===== src/rtl/dds_core_param.sv =====
// Parametrised single-channel DDS core: sine/triangle/sawtooth/square, offset-binary output, 3-stage pipeline.
// Optional linear frequency sweep is built when DDS_SWEEP_EN is defined.
module dds_core_param #(
  parameter int ACC_W  = 32,
  parameter int PH_W   = 12,
  parameter int LUT_AW = 8,
  parameter int DATA_W = 10,
  parameter int AMP_W  = 8
) (
  input  logic              clk,
  input  logic              reset,
  input  logic              sample_en,
  input  logic              cfg_valid,
  output logic              cfg_ready,
  input  logic [2:0]        cfg_addr,
  input  logic [ACC_W-1:0]  cfg_data,
  output logic [DATA_W-1:0] dout,
  output logic              dout_valid
);

  localparam int PW = DATA_W + AMP_W + 1;
  localparam logic [1:0] WAVE_SINE = 2'd0, WAVE_TRI = 2'd1, WAVE_SAW = 2'd2, WAVE_SQUARE = 2'd3;

  // Bhaskara sine approximation, evaluated at elaboration only: entry i = peak*sin(pi/2 * i/2^LUT_AW).
  function automatic logic [DATA_W-2:0] sine_entry(input int idx);
    longint m, a, den, peak;
    m    = longint'(1) << (LUT_AW + 1);
    a    = longint'(idx) * (m - longint'(idx));
    den  = 5 * m * m - 4 * a;
    peak = (longint'(1) << (DATA_W - 1)) - 1;
    return (DATA_W-1)'((32 * peak * a + den) / (2 * den));
  endfunction

  logic [DATA_W-2:0] sine_lut [2**LUT_AW];
  for (genvar gi = 0; gi < 2**LUT_AW; gi++) begin : g_lut
    assign sine_lut[gi] = sine_entry(gi);
  end

  // Handshake: a write is taken on a clk edge with cfg_valid && cfg_ready; cfg_ready is the inverse of
  // the pending-commit flag, so it drops after a commit and returns once the commit lands on a sample_en.
  logic              pending, cfg_accept, apply;
  logic [ACC_W-1:0]  freq_shadow, freq_active, freq_eff, acc;
  logic [PH_W-1:0]   phase_shadow, phase_active, phase_eff;
  logic [AMP_W-1:0]  amp_shadow, amp_active, amp_eff;
  logic [1:0]        wave_shadow, wave_active, wave_eff;

  assign cfg_ready  = ~pending;
  assign cfg_accept = cfg_valid & cfg_ready;
  assign apply      = sample_en & pending;
  // A pending commit is used by the very sample that applies it.
  assign freq_eff   = pending ? freq_shadow  : freq_active;
  assign phase_eff  = pending ? phase_shadow : phase_active;
  assign amp_eff    = pending ? amp_shadow   : amp_active;
  assign wave_eff   = pending ? wave_shadow  : wave_active;

`ifdef DDS_SWEEP_EN
  logic [ACC_W-1:0] step_shadow, limit_shadow, step_active, limit_active, freq_base;
  logic [ACC_W:0]   sweep_sum;
  assign sweep_sum = {1'b0, freq_active} + {1'b0, step_active};
`endif

  always_ff @(posedge clk or negedge reset) begin
    if (!reset) begin
      pending      <= 1'b0;
      freq_shadow  <= '0;
      phase_shadow <= '0;
      amp_shadow   <= '1;
      wave_shadow  <= WAVE_SINE;
`ifdef DDS_SWEEP_EN
      step_shadow  <= '0;
      limit_shadow <= '0;
`endif
    end else begin
      if (apply) pending <= 1'b0;
      if (cfg_accept) begin
        case (cfg_addr)
          3'd0: freq_shadow  <= cfg_data;
          3'd1: phase_shadow <= cfg_data[PH_W-1:0];
          3'd2: amp_shadow   <= cfg_data[AMP_W-1:0];
          3'd3: wave_shadow  <= cfg_data[1:0];
          3'd4: pending      <= 1'b1;
`ifdef DDS_SWEEP_EN
          3'd5: step_shadow  <= cfg_data;
          3'd6: limit_shadow <= cfg_data;
`endif
          default: ;
        endcase
      end
    end
  end

  always_ff @(posedge clk or negedge reset) begin
    if (!reset) begin
      freq_active  <= '0;
      phase_active <= '0;
      amp_active   <= '1;
      wave_active  <= WAVE_SINE;
`ifdef DDS_SWEEP_EN
      step_active  <= '0;
      limit_active <= '0;
      freq_base    <= '0;
`endif
    end else if (apply) begin
      freq_active  <= freq_shadow;
      phase_active <= phase_shadow;
      amp_active   <= amp_shadow;
      wave_active  <= wave_shadow;
`ifdef DDS_SWEEP_EN
      step_active  <= step_shadow;
      limit_active <= limit_shadow;
      freq_base    <= freq_shadow;
    end else if (sample_en && (step_active != '0)) begin
      if (sweep_sum >= {1'b0, limit_active}) freq_active <= freq_base;
      else                                   freq_active <= sweep_sum[ACC_W-1:0];
`endif
    end
  end

  // S0: phase accumulate; the phase word uses the pre-increment accumulator.
  logic [PH_W-1:0]  s0_p;
  logic [1:0]       s0_wave;
  logic [AMP_W-1:0] s0_amp;
  logic             s0_valid;

  always_ff @(posedge clk or negedge reset) begin
    if (!reset) begin
      acc      <= '0;
      s0_p     <= '0;
      s0_wave  <= WAVE_SINE;
      s0_amp   <= '0;
      s0_valid <= 1'b0;
    end else begin
      s0_valid <= sample_en;
      if (sample_en) begin
        acc     <= acc + freq_eff;
        s0_p    <= acc[ACC_W-1 -: PH_W] + phase_eff;
        s0_wave <= wave_eff;
        s0_amp  <= amp_eff;
      end
    end
  end

  // S1: waveform shaping into a signed DATA_W value.
  logic [1:0]        quad;
  logic [LUT_AW-1:0] lut_idx, lut_addr;
  logic [DATA_W-1:0] sine_mag, sine_w, tri_u, saw_u, wave_w;
  logic [PH_W-2:0]   fold;

  assign quad     = s0_p[PH_W-1 -: 2];
  assign lut_idx  = LUT_AW'({s0_p[PH_W-3:0], {LUT_AW{1'b0}}} >> (PH_W - 2));
  assign lut_addr = quad[0] ? ~lut_idx : lut_idx;
  assign sine_mag = {1'b0, sine_lut[lut_addr]};
  assign sine_w   = quad[1] ? (DATA_W'(0) - sine_mag) : sine_mag;
  assign fold     = s0_p[PH_W-1] ? ~s0_p[PH_W-2:0] : s0_p[PH_W-2:0];
  assign tri_u    = DATA_W'({fold, {DATA_W{1'b0}}} >> (PH_W - 1));
  assign saw_u    = DATA_W'({s0_p, {DATA_W{1'b0}}} >> PH_W);

  always_comb begin
    wave_w = sine_w;
    case (s0_wave)
      WAVE_TRI:    wave_w = {~tri_u[DATA_W-1], tri_u[DATA_W-2:0]};
      WAVE_SAW:    wave_w = {~saw_u[DATA_W-1], saw_u[DATA_W-2:0]};
      WAVE_SQUARE: wave_w = s0_p[PH_W-1] ? {1'b1, {(DATA_W-1){1'b0}}} : {1'b0, {(DATA_W-1){1'b1}}};
      default:     wave_w = sine_w;
    endcase
  end

  logic [DATA_W-1:0] s1_w;
  logic [AMP_W-1:0]  s1_amp;
  logic              s1_valid;

  always_ff @(posedge clk or negedge reset) begin
    if (!reset) begin
      s1_w     <= '0;
      s1_amp   <= '0;
      s1_valid <= 1'b0;
    end else begin
      s1_valid <= s0_valid;
      if (s0_valid) begin
        s1_w   <= wave_w;
        s1_amp <= s0_amp;
      end
    end
  end

  // S2: amplitude scale (floor via arithmetic shift) and offset-binary conversion by MSB flip.
  logic signed [PW-1:0] w_ext, amp_ext;
  logic [DATA_W-1:0]    scaled;

  assign w_ext   = PW'($signed(s1_w));
  assign amp_ext = PW'({1'b0, s1_amp});
  assign scaled  = DATA_W'((w_ext * amp_ext) >>> AMP_W);

  always_ff @(posedge clk or negedge reset) begin
    if (!reset) begin
      dout       <= {1'b1, {(DATA_W-1){1'b0}}};
      dout_valid <= 1'b0;
    end else begin
      dout_valid <= s1_valid;
      if (s1_valid) dout <= {~scaled[DATA_W-1], scaled[DATA_W-2:0]};
    end
  end

endmodule


===== config.mk =====
export PLATFORM = sky130hd
export DESIGN_NAME = dds_core_param
export DESIGN_NICKNAME = d
export VERILOG_FILES = /design/src/rtl/dds_core_param.sv
export SDC_FILE = /design/constraint.sdc
export NUM_CORES = 1
export LEC_CHECK = 0
export BUFFER_PORTS_ARGS = -buffer_cell sky130_fd_sc_hd__clkbuf_2
export CORE_MARGIN = 2
export CORE_UTILIZATION = 53
export CTS_CLUSTER_DIAMETER = 50
export DETAILED_ROUTE_END_ITERATION = 10
export HOLD_SLACK_MARGIN = 0.02
export PLACE_DENSITY = 0.69
export SLEW_MARGIN = 20
export SYNTH_ARGS = -nofsm -noshare
export SYNTH_HDL_FRONTEND = slang
export SYNTH_SLANG_ARGS = --single-unit

===== constraint.sdc =====
create_clock -name clk -period 13.6 [get_ports clk]
set_input_delay 0.68 -clock clk [delete_from_list [all_inputs] [get_ports clk]]
set_output_delay 0.68 -clock clk [all_outputs]
set_load 0.1 [all_outputs]

==> qor.csv <==
metric,value,unit
grt_pass1_vias,13080,
synth_cells,1711,
drv_cap,0,
core_area,30430,um2
drt.antenna.violating_nets,0,
end_kind,flop,
clock_skew,0.02162,ns
worst_setup_hold_path_clk_slew,0.08,ns
grt_antenna_before_repair,0,
cp.buffers_inverters,3,
report.final.setup_viol,0,
fin_setup_tns,0,ns
critical-path-top-cell-by-count,sky130_fd_sc_hd__fa_1,
cp.arrival,5.78,ns
layout.filler_cells,2710,
cts_buffers,17,
synth_area,16310,um2
async_flop_share,1.000,
synth.lib_cells_used.distinct,95,
n_antenna_cell,0,
synthFlopType,sky130_fd_sc_hd__dfrtp_1,
die_x,179.4,um
worstMarginPinSlew,0.9999,ns
critPathLaunchType,flop,
number_of_detailed_route_iterations_in_the_first_pass,5,
port_buffers,50,
yosysWarningCount,0,
cts_tree,yes,
drt_wl_total,42.98,mm
pin_count_of_the_biggest_net_entering_global_routing,81,
cpMaxStageDelayCell,sky130_fd_sc_hd__fa_1,
detail_routed_net_length_per_standard_cell,20.60,um
drtIter0Drc,1222,
vias,13070,
clock_tree.htree_level_count,4,
area_enclosed_by_the_die_boundary,32200,um2
timing.critical_path.max_delay_family,adder cells,
synth.avg_cell_area,9.534,um2
timing.critical_path.cells,"nand2_1, fa_1, inv_1, fa_1, inv_1, fa_1, inv_1, fa_1, ha_1, nor3_1, o21ai_0, a311oi_1, o21ai_0, a31oi_1, o21bai_1, a21oi_1, o21bai_1, xnor2_1, mux2_2",
initial_core_util,0.5361,
rrSetupSlack,8.18,ns
syn-num-nets,1898,
nNetsFinal,1864,
overflow,0,
timing.critical_path.slowest_cell_delay,0.54,ns
synth-seq-area-share,0.2974,
clockRootBuffer,sky130_fd_sc_hd__clkbuf_16,
insertion_delay,0.46,ns
period_minus_slack,5.418,ns
grt_pass1_wl,70.83,mm
post_route_drc,0,
synth-edff-count,0,
vias_per_cell,6.267,
hold_violations,0,
clock_sinks,193,
hold_wc_path_type,primary input to async pin,
area_share_of_the_leading_cell_type_in_the_synthesized_netlist,0.2700,
number_of_setup_buffers_added_after_cts,0,
ys_ff_latch,193,
timing.critical_path.fanout_max,10,
grt_util_all_layers,0.2711,
maxSlewViolCount,0,
yosysTopAreaCell,sky130_fd_sc_hd__dfrtp_1,
fp.dieH,179.4,um
setup_repair_after_global_routing_missed_its_margin,false,
clock_tree_buf_depth,2,
finalCritPeriodShare,0.3984,
timing.slew.headroom,0.3309,
max_freq,0.1846,GHz
cts_hold_buffers,0,
syn_to_final_growth,5.883,%
outcome,completed,
rows,64,
cts.repair.resized,0,
detailed_place_hpwl,30.60,mm
worstPathRequired,13.97,ns
synth_top_cells_by_area,"sky130_fd_sc_hd__dfrtp_1 (27%), sky130_fd_sc_hd__mux2_2 (14%), sky130_fd_sc_hd__fa_1 (8.0%)",
globalplace.congestion,1.019,
critPathKind,flop to flop,
ioPinCount,51,
final_layout_size_suffix_gt1_frac,0.2101,
## layout make-up
cell class | instances | area [um2] | area share
clock inverter | 15 | 229.0 | 0.01326
clock buffer | 17 | 425.4 | 0.02463
tap | 396 | 495.5 | 0.02869
inverter | 118 | 442.9 | 0.02564
sequential | 193 | 4857 | 0.2812
multi-input combinational | 1282 | 10450 | 0.6051
timing repair buffer | 65 | 371.6 | 0.02151
## worst paths after layout
check | startpoint | endpoint | cells past startpoint
worst max-delay path | s1_amp[0] | dout[9] | 19
worst min-delay path | reset | dout[0] | 1
worst max register to register | s1_amp[0] | dout[9] | 19
worst min register to register | freq_active[23] | freq_active[23] | 1
max in group asynchronous | reset | s0_p[6] | 2
min in group clk | cfg_data[28] | freq_shadow[28] | 2
## cell usage in the layout (no fill, tap or decap), drive strengths merged, types with 8 or more instances in the layout
| cell type | netlist | routed |
|---|---|---|
| a211oi | 19 | 19 |
| a21o | 20 | 20 |
| a21oi | 104 | 104 |
| a22oi | 15 | 15 |
| a31oi | 19 | 19 |
| and2 | 48 | 48 |
| buf | 54 | 16 |
| clkbuf | 64 | 66 |
| clkinv | 1 | 8 |
| dfrtp | 176 | 176 |
| dfstp | 17 | 17 |
| fa | 65 | 65 |
| ha | 83 | 83 |
| inv | 117 | 125 |
| mux2 | 197 | 197 |
| mux2i | 21 | 21 |
| nand2 | 124 | 124 |
| nand2b | 32 | 32 |
| nand3 | 19 | 19 |
| nand3b | 8 | 8 |
| nor2 | 79 | 79 |
| nor2b | 26 | 26 |
| nor3 | 19 | 19 |
| o211ai | 15 | 15 |
| o21a | 9 | 9 |
| o21ai | 88 | 88 |
| o21bai | 8 | 8 |
| o221ai | 13 | 13 |
| o22ai | 24 | 24 |
| o31ai | 8 | 8 |
| or2 | 11 | 11 |
| xnor2 | 50 | 50 |
| xor2 | 25 | 25 |
## cell families (layout without fill, tap and decap cells)
family / Yosys count / after routing / share of synthesized area
buffers and inverters: 236 / 215 / 0.06228
and+or+nand+nor: 409 / 409 / 0.1276
DFF: 193 / 193 / 0.2974
AOI/OAI and AO/OA: 432 / 432 / 0.1792
xor gates and xnor gates: 75 / 75 / 0.04119
adders and majority gates: 148 / 148 / 0.1434
muxes: 218 / 218 / 0.1489
## registers in the layout, indices dropped and copies added, names as in the netlist, 8 cells and up
signal,count
acc,32
amp_active,8
amp_shadow,8
dout,10
freq_active,32
freq_shadow,32
phase_active,12
phase_shadow,12
s0_amp,8
s0_p,11
s1_amp,8
s1_w,10
## stage by stage
step | utilization | setup WS (ns) | instances | instance area, um2 | hold slack, ns
final | 0.5676 | 8.182 | 2086 | 17270 | 0.2250
after global routing | 0.5676 | 7.764 | 2086 | 17270 | 0.2507
after CTS | 0.5676 | 8.183 | 2086 | 17270 | 0.2535
after floorplan | - | 8.712 | 1711 | 16310 | 0.3802
after detailed placement | 0.5461 | 8.212 | 2054 | 16620 | 0.4906
after global placement | 0.5461 | 8.318 | 2054 | 16620 | 0.4798
## per-layer routing
layer  share of wire  up-vias  GRT usage
met2            0.46      530     0.4356
met3           0.063      124    0.04457
met1            0.43     6377     0.3622
met4           0.043        0     0.1207
met5               0        -          0
li1                -     6042          -
## Yosys cell counts (23+ instances only)
master and number:
sky130_fd_sc_hd__mux2_2 196, sky130_fd_sc_hd__dfrtp_1 176, sky130_fd_sc_hd__nand2_1 122, sky130_fd_sc_hd__inv_1 115, sky130_fd_sc_hd__a21oi_1 104, sky130_fd_sc_hd__o21ai_0 84, sky130_fd_sc_hd__ha_1 83, sky130_fd_sc_hd__nor2_1 76
sky130_fd_sc_hd__fa_1 65, sky130_fd_sc_hd__clkbuf_1 64, sky130_fd_sc_hd__xnor2_1 49, sky130_fd_sc_hd__and2_1 47, sky130_fd_sc_hd__nand2b_1 31, sky130_fd_sc_hd__buf_2 26, sky130_fd_sc_hd__nor2b_1 26, sky130_fd_sc_hd__xor2_1 24
sky130_fd_sc_hd__o22ai_1 23
Power is not shown: default switching activity piles up to over one toggle a cycle in this logic, so the estimate is an artifact.
